$ cat config.mk
export PLATFORM = sky130hd
export DESIGN_NAME = axi_bram_reader
export DESIGN_NICKNAME = d
export VERILOG_FILES = /design/src/rtl/axi_bram_reader.sv
export SDC_FILE = /design/constraint.sdc
export NUM_CORES = 1
export LEC_CHECK = 0
export ABC_CLOCK_PERIOD_IN_PS = 1900
export CORE_MARGIN = 3
export CORE_UTILIZATION = 33
export CTS_CLUSTER_DIAMETER = 30
export DETAILED_ROUTE_END_ITERATION = 7
export GPL_TIMING_DRIVEN = 0
export PLACE_DENSITY = 0.84
export REMOVE_ABC_BUFFERS = 1
export SETUP_SLACK_MARGIN = 0.05
export SLEW_MARGIN = 10
export SYNTH_ARGS = -nofsm -noshare
export SYNTH_HDL_FRONTEND = slang
export SYNTH_SLANG_ARGS = --single-unit
$ cat constraint.sdc
create_clock -name aclk -period 1.9 [get_ports aclk]
set_input_delay 0.38 -clock aclk [delete_from_list [all_inputs] [get_ports aclk]]
set_output_delay 0.38 -clock aclk [all_outputs]
set_load 0.005 [all_outputs]
$ cat src/rtl/axi_bram_reader.sv
// AXI4-Lite read-only slave returning BRAM words, one read outstanding at a time.
// Define AXI_BRAM_READER_OUTREG_EN for a BRAM with its output register enabled (2-cycle latency).
module axi_bram_reader #(
  parameter int AXI_DATA_WIDTH  = 32,
  parameter int AXI_ADDR_WIDTH  = 16,
  parameter int BRAM_DATA_WIDTH = 32,
  parameter int BRAM_ADDR_WIDTH = 10
) (
  input  logic                        aclk,
  input  logic                        aresetn,
  input  logic [AXI_ADDR_WIDTH-1:0]   s_axi_araddr,
  input  logic                        s_axi_arvalid,
  output logic                        s_axi_arready,
  output logic [AXI_DATA_WIDTH-1:0]   s_axi_rdata,
  output logic [1:0]                  s_axi_rresp,
  output logic                        s_axi_rvalid,
  input  logic                        s_axi_rready,
  input  logic [AXI_ADDR_WIDTH-1:0]   s_axi_awaddr,
  input  logic                        s_axi_awvalid,
  output logic                        s_axi_awready,
  input  logic [AXI_DATA_WIDTH-1:0]   s_axi_wdata,
  input  logic [AXI_DATA_WIDTH/8-1:0] s_axi_wstrb,
  input  logic                        s_axi_wvalid,
  output logic                        s_axi_wready,
  output logic [1:0]                  s_axi_bresp,
  output logic                        s_axi_bvalid,
  input  logic                        s_axi_bready,
  output logic                        bram_porta_clk,
  output logic                        bram_porta_rst,
  output logic [BRAM_ADDR_WIDTH-1:0]  bram_porta_addr,
  input  logic [BRAM_DATA_WIDTH-1:0]  bram_porta_rddata
);

  localparam int ADDR_LSB = $clog2(AXI_DATA_WIDTH/8);

  typedef enum logic [1:0] {
    IDLE  = 2'd0,
    WAIT1 = 2'd1,
    WAIT2 = 2'd2,
    VALID = 2'd3
  } state_t;

  state_t                       state, state_nxt;
  logic [BRAM_ADDR_WIDTH-1:0]   addr_reg;
  logic [BRAM_DATA_WIDTH-1:0]   rdata_reg;
  logic                         ar_hs, load_rdata;

  assign ar_hs = s_axi_arvalid && s_axi_arready;

`ifdef AXI_BRAM_READER_OUTREG_EN
  assign load_rdata = (state == WAIT2);
`else
  assign load_rdata = (state == WAIT1);
`endif

  always_ff @(posedge aclk or negedge aresetn) begin
    if (!aresetn) state <= IDLE;
    else          state <= state_nxt;
  end

  always_comb begin
    state_nxt = state;
    case (state)
      IDLE:  if (ar_hs) state_nxt = WAIT1;
`ifdef AXI_BRAM_READER_OUTREG_EN
      WAIT1: state_nxt = WAIT2;
      WAIT2: state_nxt = VALID;
`else
      WAIT1: state_nxt = VALID;
`endif
      VALID: if (s_axi_rready) state_nxt = IDLE;
      default: state_nxt = IDLE;
    endcase
  end

  always_comb begin
    s_axi_arready = 1'b0;
    s_axi_rvalid  = 1'b0;
    case (state)
      IDLE:    s_axi_arready = 1'b1;
      VALID:   s_axi_rvalid  = 1'b1;
      default: ;
    endcase
  end

  always_ff @(posedge aclk or negedge aresetn) begin
    if (!aresetn) begin
      addr_reg  <= '0;
      rdata_reg <= '0;
    end else begin
      if (ar_hs)      addr_reg  <= s_axi_araddr[ADDR_LSB +: BRAM_ADDR_WIDTH];
      if (load_rdata) rdata_reg <= bram_porta_rddata;
    end
  end

  // Address goes straight through while idle so the BRAM samples it on the AR handshake edge.
  assign bram_porta_addr = s_axi_arready ? s_axi_araddr[ADDR_LSB +: BRAM_ADDR_WIDTH] : addr_reg;
  assign bram_porta_clk  = aclk;
  assign bram_porta_rst  = ~aresetn;

  assign s_axi_rdata   = rdata_reg;
  assign s_axi_rresp   = 2'b00;
  assign s_axi_awready = 1'b0;
  assign s_axi_wready  = 1'b0;
  assign s_axi_bvalid  = 1'b0;
  assign s_axi_bresp   = 2'b00;

  logic unused;
  assign unused = ^{s_axi_araddr, s_axi_awaddr, s_axi_awvalid, s_axi_wdata,
                    s_axi_wstrb, s_axi_wvalid, s_axi_bready};

endmodule

After elaboration in Yosys (flattened, before gate mapping):

Index checks and enable logic that the tools add are counted.

* equal/unequal tests: 4
* mux-type cells: 6
* bitwise operators: 1
* reduce and logical (&&, ||, !) cells: 3

Operators with widths (number)
* two-way mux 10 bit: 1
* case mux 2 bit (3 select lines): 1
* two-way mux 2 bit: 2
* != test 2 bit (second input constant): 2
* equality test 2 x 1 -> 1 bit (second input constant): 1
* equality test 2 bit (second input constant): 1
* zero test 2 bit: 1
* two-way mux 1 bit: 2
* AND reduction 2 bit: 1
* logical AND 1 bit: 1
* inverter 1 bit: 1

* register bits after elaboration: 44
* input bits: 107
* logic and storage cells: 17

Longest topological paths before layout:

Gate-level depths: netlist of the first run.

* word-level depth: 5
* mapped depth: 4
* depth with buffers taken out: 2

==> run metrics, run 1 <==
hold path start addr_reg[9]; fin cells 295; setup TNS -0.0583 ns; Rel. slew slack 0.582; routing usage on met3 0.0543; Die ar. 7010 um^2; final-report hold violation count 0; synthesis-stage register bit count 44; Detailed Place HPWL 3170 um; I/O pin count 160; Pwr Density 1720 nW/um^2; Critical Path AT 1.53 ns; worst skew pair latency 0.39 ns; post-layout worst setup margin -0.0131 ns; Mapped Cells 120; met1 usage 0.159; diodes inserted 0; worst reg2reg startpoint state[1]; ratio of cells with drive above 1 in the final layout 0.381; initial antenna violation count 0; drt first pass iters 4; critical path class reg -> out; MaxCap Viol Count 0; RSZ-0062 raised after global routing true; post-route ant nets 0; Synthesis Warnings 0; initial DRC count 27; fin crit period 1.91 ns; Avg Cell Area, Syn 16.6 um^2; worst vdd ir 1040 uV; post-DR vias/cell 4.50; first-pass GRT wire length 7580 um; Die X 83.7 um; period utilization 1.01; CTS tree done; LEAKAGE 1.45 nW; Synth cell types 15; vias in the first global route 1482; Placed Area 2920 um^2; failing checks setup timing; GR peak layer met2; Vias 1328; Reg clk slew, reported paths 0.08 ns; r2r setup slk 0.20 ns; Die Span Y 83.7 um; Layout Nets 329; aggregate routed wire length 4600 um; fmax 523 MHz; hold depth 1; Area Growth Syn to Fin 59.5%; critical path launch point type flip-flop; gpl congestion 0.702; post-layout util 0.560; Max Slew Vio Count 0; max reg flops 32; status finished, violations left; Slew @ Worst Pin 0.625 ns; crit path max fanout 6; GR Util met2 0.229; Final Cell Area 3180 um^2; Overall Global Routing Usage 0.138; placed cell count 277; pre-CTS WS -0.515 ns; Hold Path End addr_reg[9]; Final Skew 0.00143 ns; Remaining DRCs 0; setup violators final 9; largest net degree at the start of global routing 33; CP endpoint kind output pin; PortBufs 91; Critical R2R Capture s_axi_rdata[29]; Worst Path Required 1.52 ns; Synth Cell Area 1990 um^2; Seq/Total Area, Yosys 0.552; Register-to-Register Path Depth 4; total congestion overflow 0; Core Region 5680 um^2; Starting Density 0.351; WL/cell 15.6 um; hold crit path type reg -> reg; Row Count 27
power by group:
group	internal, mW	switching (mW)
Sequential	1.43	0.280
Combinational	2.08	0.883
Clock	0.451	0.343
Total	3.96	1.51
final cells by class:
class / instances / area, um^2
clock buffers: 12 / 140
fillers: 475 / 2490
inverters: 2 / 7.51
multi-input cells: 66 / 823
flip-flops and latches: 44 / 1100
well taps: 72 / 90.1
repair buffers: 99 / 1020
worst max-delay path by stage:
stage	from	end	slack (ns)	cells past startpoint
global placement	aresetn	bram_porta_rst	-1.45	3
global route	state[1]	bram_porta_addr[1]	-0.08	4
detailed placement	state[1]	bram_porta_addr[1]	-0.51	3
finish	state[1]	bram_porta_addr[8]	-0.01	4
CTS	state[0]	bram_porta_addr[1]	-0.09	5
floorplan	state[1]	s_axi_rdata[0]	-0.31	2
synthesized netlist by cell type, drive strengths merged:
master	instances	area share
conb	1	0.0019
mux2	52	0.35
nor2	2	0.0038
nand2b	1	0.0031
nor3b	1	0.0038
buf	14	0.072
and2	1	0.0038
inv	2	0.0038
dfrtp	44	0.55
a21oi	1	0.0025
o22ai	1	0.0031
what timing repair did:
item | 4_1_cts | 5_1_grt
resized for setup | 70 | 3
cloned | 1 | 0
pin swaps | 1 | 1
setup endpoints to repair | 13 | 21
buffers inserted | 5 | 1
hold endpoints to repair | 12 | 0
hold buffers | 2 | 0
placed cells by master, fill, tap and decap left out, drive strengths merged, types with 2 or more instances in the layout:
cell type / instances
clkdlybuf4s50: 77
nor2: 2
inv: 2
conb: 7
buf: 18
clkbuf: 11
dlygate4sd3: 2
dlygate4sd2: 2
mux2: 52
dfrtp: 44
critical path: stages, from the launching register on:
cell,delay [ns]
dfrtp_2,0.43
nor2_4,0.14
buf_8,0.14
mux2_4,0.31
buf_6,0.12
cell families (layout without fill, tap and decap cells):
| kind of cell | after synthesis | count (layout) | share of synthesized area |
|---|---|---|---|
| other cells | 1 | 7 | 0.00188 |
| mux | 52 | 52 | 0.350 |
| flops | 44 | 44 | 0.552 |
| buf+inv | 16 | 113 | 0.0759 |
| simple gates | 5 | 5 | 0.0144 |
| compound gates | 2 | 2 | 0.00565 |
routing by layer:
| layer | part of all wire | vias to the layer above |
|---|---|---|
| met5 | 0 | - |
| met4 | 0.020 | 0 |
| met3 | 0.083 | 11 |
| met2 | 0.49 | 76 |
| met1 | 0.41 | 641 |
| li1 | - | 600 |
through the flow:
step           power, mW  hold WS [ns]
2_1_floorplan       3.07        0.0844
3_3_place_gp        4.39         0.484
3_5_place_dp        4.48         0.311
4_1_cts             5.62         0.513
5_1_grt             5.79         0.531
6_report            5.47         0.512
No activity file was read; power rests on OpenSTA's default activity.
==> run 2, diff against run 1 <==
--- a/config.mk
+++ b/config.mk
@@ -11,7 +11,7 @@
 export CTS_CLUSTER_DIAMETER = 30
 export DETAILED_ROUTE_END_ITERATION = 7
 export GPL_TIMING_DRIVEN = 0
-export PLACE_DENSITY = 0.84
+export PLACE_DENSITY = 0.81
 export REMOVE_ABC_BUFFERS = 1
 export SETUP_SLACK_MARGIN = 0.05
 export SLEW_MARGIN = 10
==> run metrics, run 2 (synthesis gave the netlist of run 1 again) <==
critical path launch point type flip-flop; Reg clk slew, reported paths 0.07 ns (about the same); first-pass GRT wire length 7110 um (-6.2%); diodes inserted 0 (unchanged); fin crit period 1.96 ns (+0.0451 ns); met3 wire length 365 um (-4.5%); Starting Density 0.351 (unchanged); Critical R2R Capture s_axi_rdata[18]; Die X 83.7 um (unchanged); Hold WS -0.0115 ns (-0.523 ns); critical path launch point state[0]; Area Growth Syn to Fin 60.5%; worst reg2reg startpoint state[1]; Met2 Wirelength 2140 um (-4.4%); max reg flops 32 (unchanged); WP depth 5 (+1); hold crit path type in -> async; Slew @ Worst Pin 0.622 ns (-0.00315 ns); Core Region 5680 um^2 (unchanged); Remaining DRCs 0 (unchanged); vias in the first global route 1458 (-1.6%); LEAKAGE 1.46 nW (+0.70%); logic gate share of total power 0.548 (+0.006); Seq pwr share 0.311 (-0.002); failing checks hold timing, setup timing; commonest non-fill, non-tap cells in the layout clkdlybuf4s50_1 (77), dfrtp_1 (42), mux2_4 (40); CP endpoint kind output pin; post-layout worst setup margin -0.0582 ns (-0.0451 ns); crit path max fanout 5 (-1); I/O pin count 160 (unchanged); Critical Path Max Stage Delay 0.43 ns (about the same); internal power 4.02 mW (+1.4%); post-route ant nets 0 (unchanged); Power Total 5.51 mW (+0.68%); RSZ-0062 raised after global routing true; CP delay by family, top flip-flops; Detailed Place HPWL 3200 um (+0.96%); MaxCap Viol Count 0 (unchanged); Rel. slew slack 0.584 (+0.00211); met1 WL 1790 um (-5.2%); post-DR vias/cell 4.41 (-2.1%); Critical Path AT 1.58 ns (+0.05 ns); r2r setup slk 0.23 ns (+0.03 ns); period utilization 1.03 (+0.0237); WL/cell 14.7 um (-5.7%); aggregate routed wire length 4340 um (-5.7%); Crit-path slowest cell dfrtp_2; PortBufs 91 (unchanged); total congestion overflow 0 (unchanged); Sw Ratio 0.270 (-0.00531); fmax 511 MHz (-2.3%); filler instances 477 (+0.42%); Overall Global Routing Usage 0.129 (-0.00871); CTS tree done; Layout Nets 329 (unchanged); Max Slew Vio Count 0 (unchanged); setup violators final 10 (+1); cells along the critical path nor2_4 > buf_12 > buf_12 > mux2_4 > buf_6; Row Count 27 (unchanged); top sig layer met4; Register-to-Register Path Depth 4 (unchanged); Final Skew 0.00442 ns (+0.00299 ns); worst vdd ir 1030 uV (-1.0%); Die Span Y 83.7 um (unchanged); initial DRC count 4 (-85%); Die ar. 7010 um^2 (unchanged); status finished, violations left; P_sw 1.49 mW (-1.3%); Vias 1300 (-2.1%); final-report hold violation count 30 (+30); sum of buffers and inverters on the critical path 3 (+1); worst skew pair latency 0.39 ns (about the same); initial antenna violation count 0 (unchanged); critical path class reg -> out; drt first pass iters 2 (-2); gpl congestion 0.732 (+4.3%); Pwr Density 1720 nW/um^2 (about the same); commonest non-fill, non-tap cell in the layout clkdlybuf4s50_1; ratio of cells with drive above 1 in the final layout 0.386 (+0.00448); largest net degree at the start of global routing 31 (-6.1%); Clk pwr share 0.140 (-0.005); Worst Setup EP bram_porta_addr[0]; Worst Path Required 1.52 ns (about the same); cell mode on critical path buf_12; post-layout util 0.564 (+0.00375)
## run 2: changes by cell type in the layout (fill, tap and decap cells not counted)
cell | previous run | this run
buf_12 | 2 | 4
buf_4 | 3 | 2
clkdlybuf4s15_1 | 1 | 0
dlygate4sd2_1 | 2 | 3
dlygate4sd3_1 | 2 | 1
## run 2: metrics by stage
step	instances	setup TNS [ns]	area, um^2	setup slack, ns
after floorplan	112	-7.40	1870	-0.305
after global placement	275	-69.39	2870	-1.47
after detailed placement	277	-7.01	2920	-0.507
after CTS	295	-0.618	3200	-0.0704
after global routing	295	-1.05	3200	-0.117
final	295	-0.489	3200	-0.0582
## run 2: repair_timing
item / in CTS / in global routing
hold endpoints to repair: 14 / 0
setup buffers: 6 / 0
endpoints found under the setup margin: 13 / 20
gates resized for setup: 70 / 1
pin swaps: 1 / 0
hold buffers: 1 / 0
## run 2: layout make-up
class / count / area (um^2) / share of cell area
flip-flops and latches: 44 / 1100 / 0.345
repair buffers: 99 / 1040 / 0.324
multi-input cells: 66 / 823 / 0.257
clock buffers: 12 / 140 / 0.0438
well taps: 72 / 90.1 / 0.0281
inverters: 2 / 7.51 / 0.00234
## run 2: worst min path at each step
stage	from	to	slack (ns)	cells past startpoint
5_1_grt	aresetn	addr_reg[1]	0.005	2
6_report	aresetn	addr_reg[1]	-0.01	2
4_1_cts	aresetn	s_axi_rdata[15]	0.0006	2
2_1_floorplan	aresetn	addr_reg[0]	0.08	0
3_3_place_gp	addr_reg[2]	addr_reg[2]	0.48	1
3_5_place_dp	aresetn	addr_reg[0]	0.32	1
## run 2: power groups by stage
stage / Clock, mW / Sequential [mW] / Combinational, mW
4_1_cts: 0.811 / 1.72 / 3.06
3_5_place_dp: 0.0443 / 1.72 / 2.72
5_1_grt: 0.850 / 1.78 / 3.20
6_report: 0.773 / 1.71 / 3.02
2_1_floorplan: 0 / 1.70 / 1.37
3_3_place_gp: 0.0443 / 1.69 / 2.68
## run 2: worst register-to-register path, cell delays in order, from the launching register on
cell and delay, ns:
dfrtp_2 0.43, buf_4 0.16, nand2b_2 0.37, buf_12 0.28
mux2_4 0.32
## run 2: layer usage
layer	vias up	GRT usage
met2	71	0.208
met4	0	0.0424
met3	5	0.0513
li1	605	-
met5	-	0
met1	619	0.158
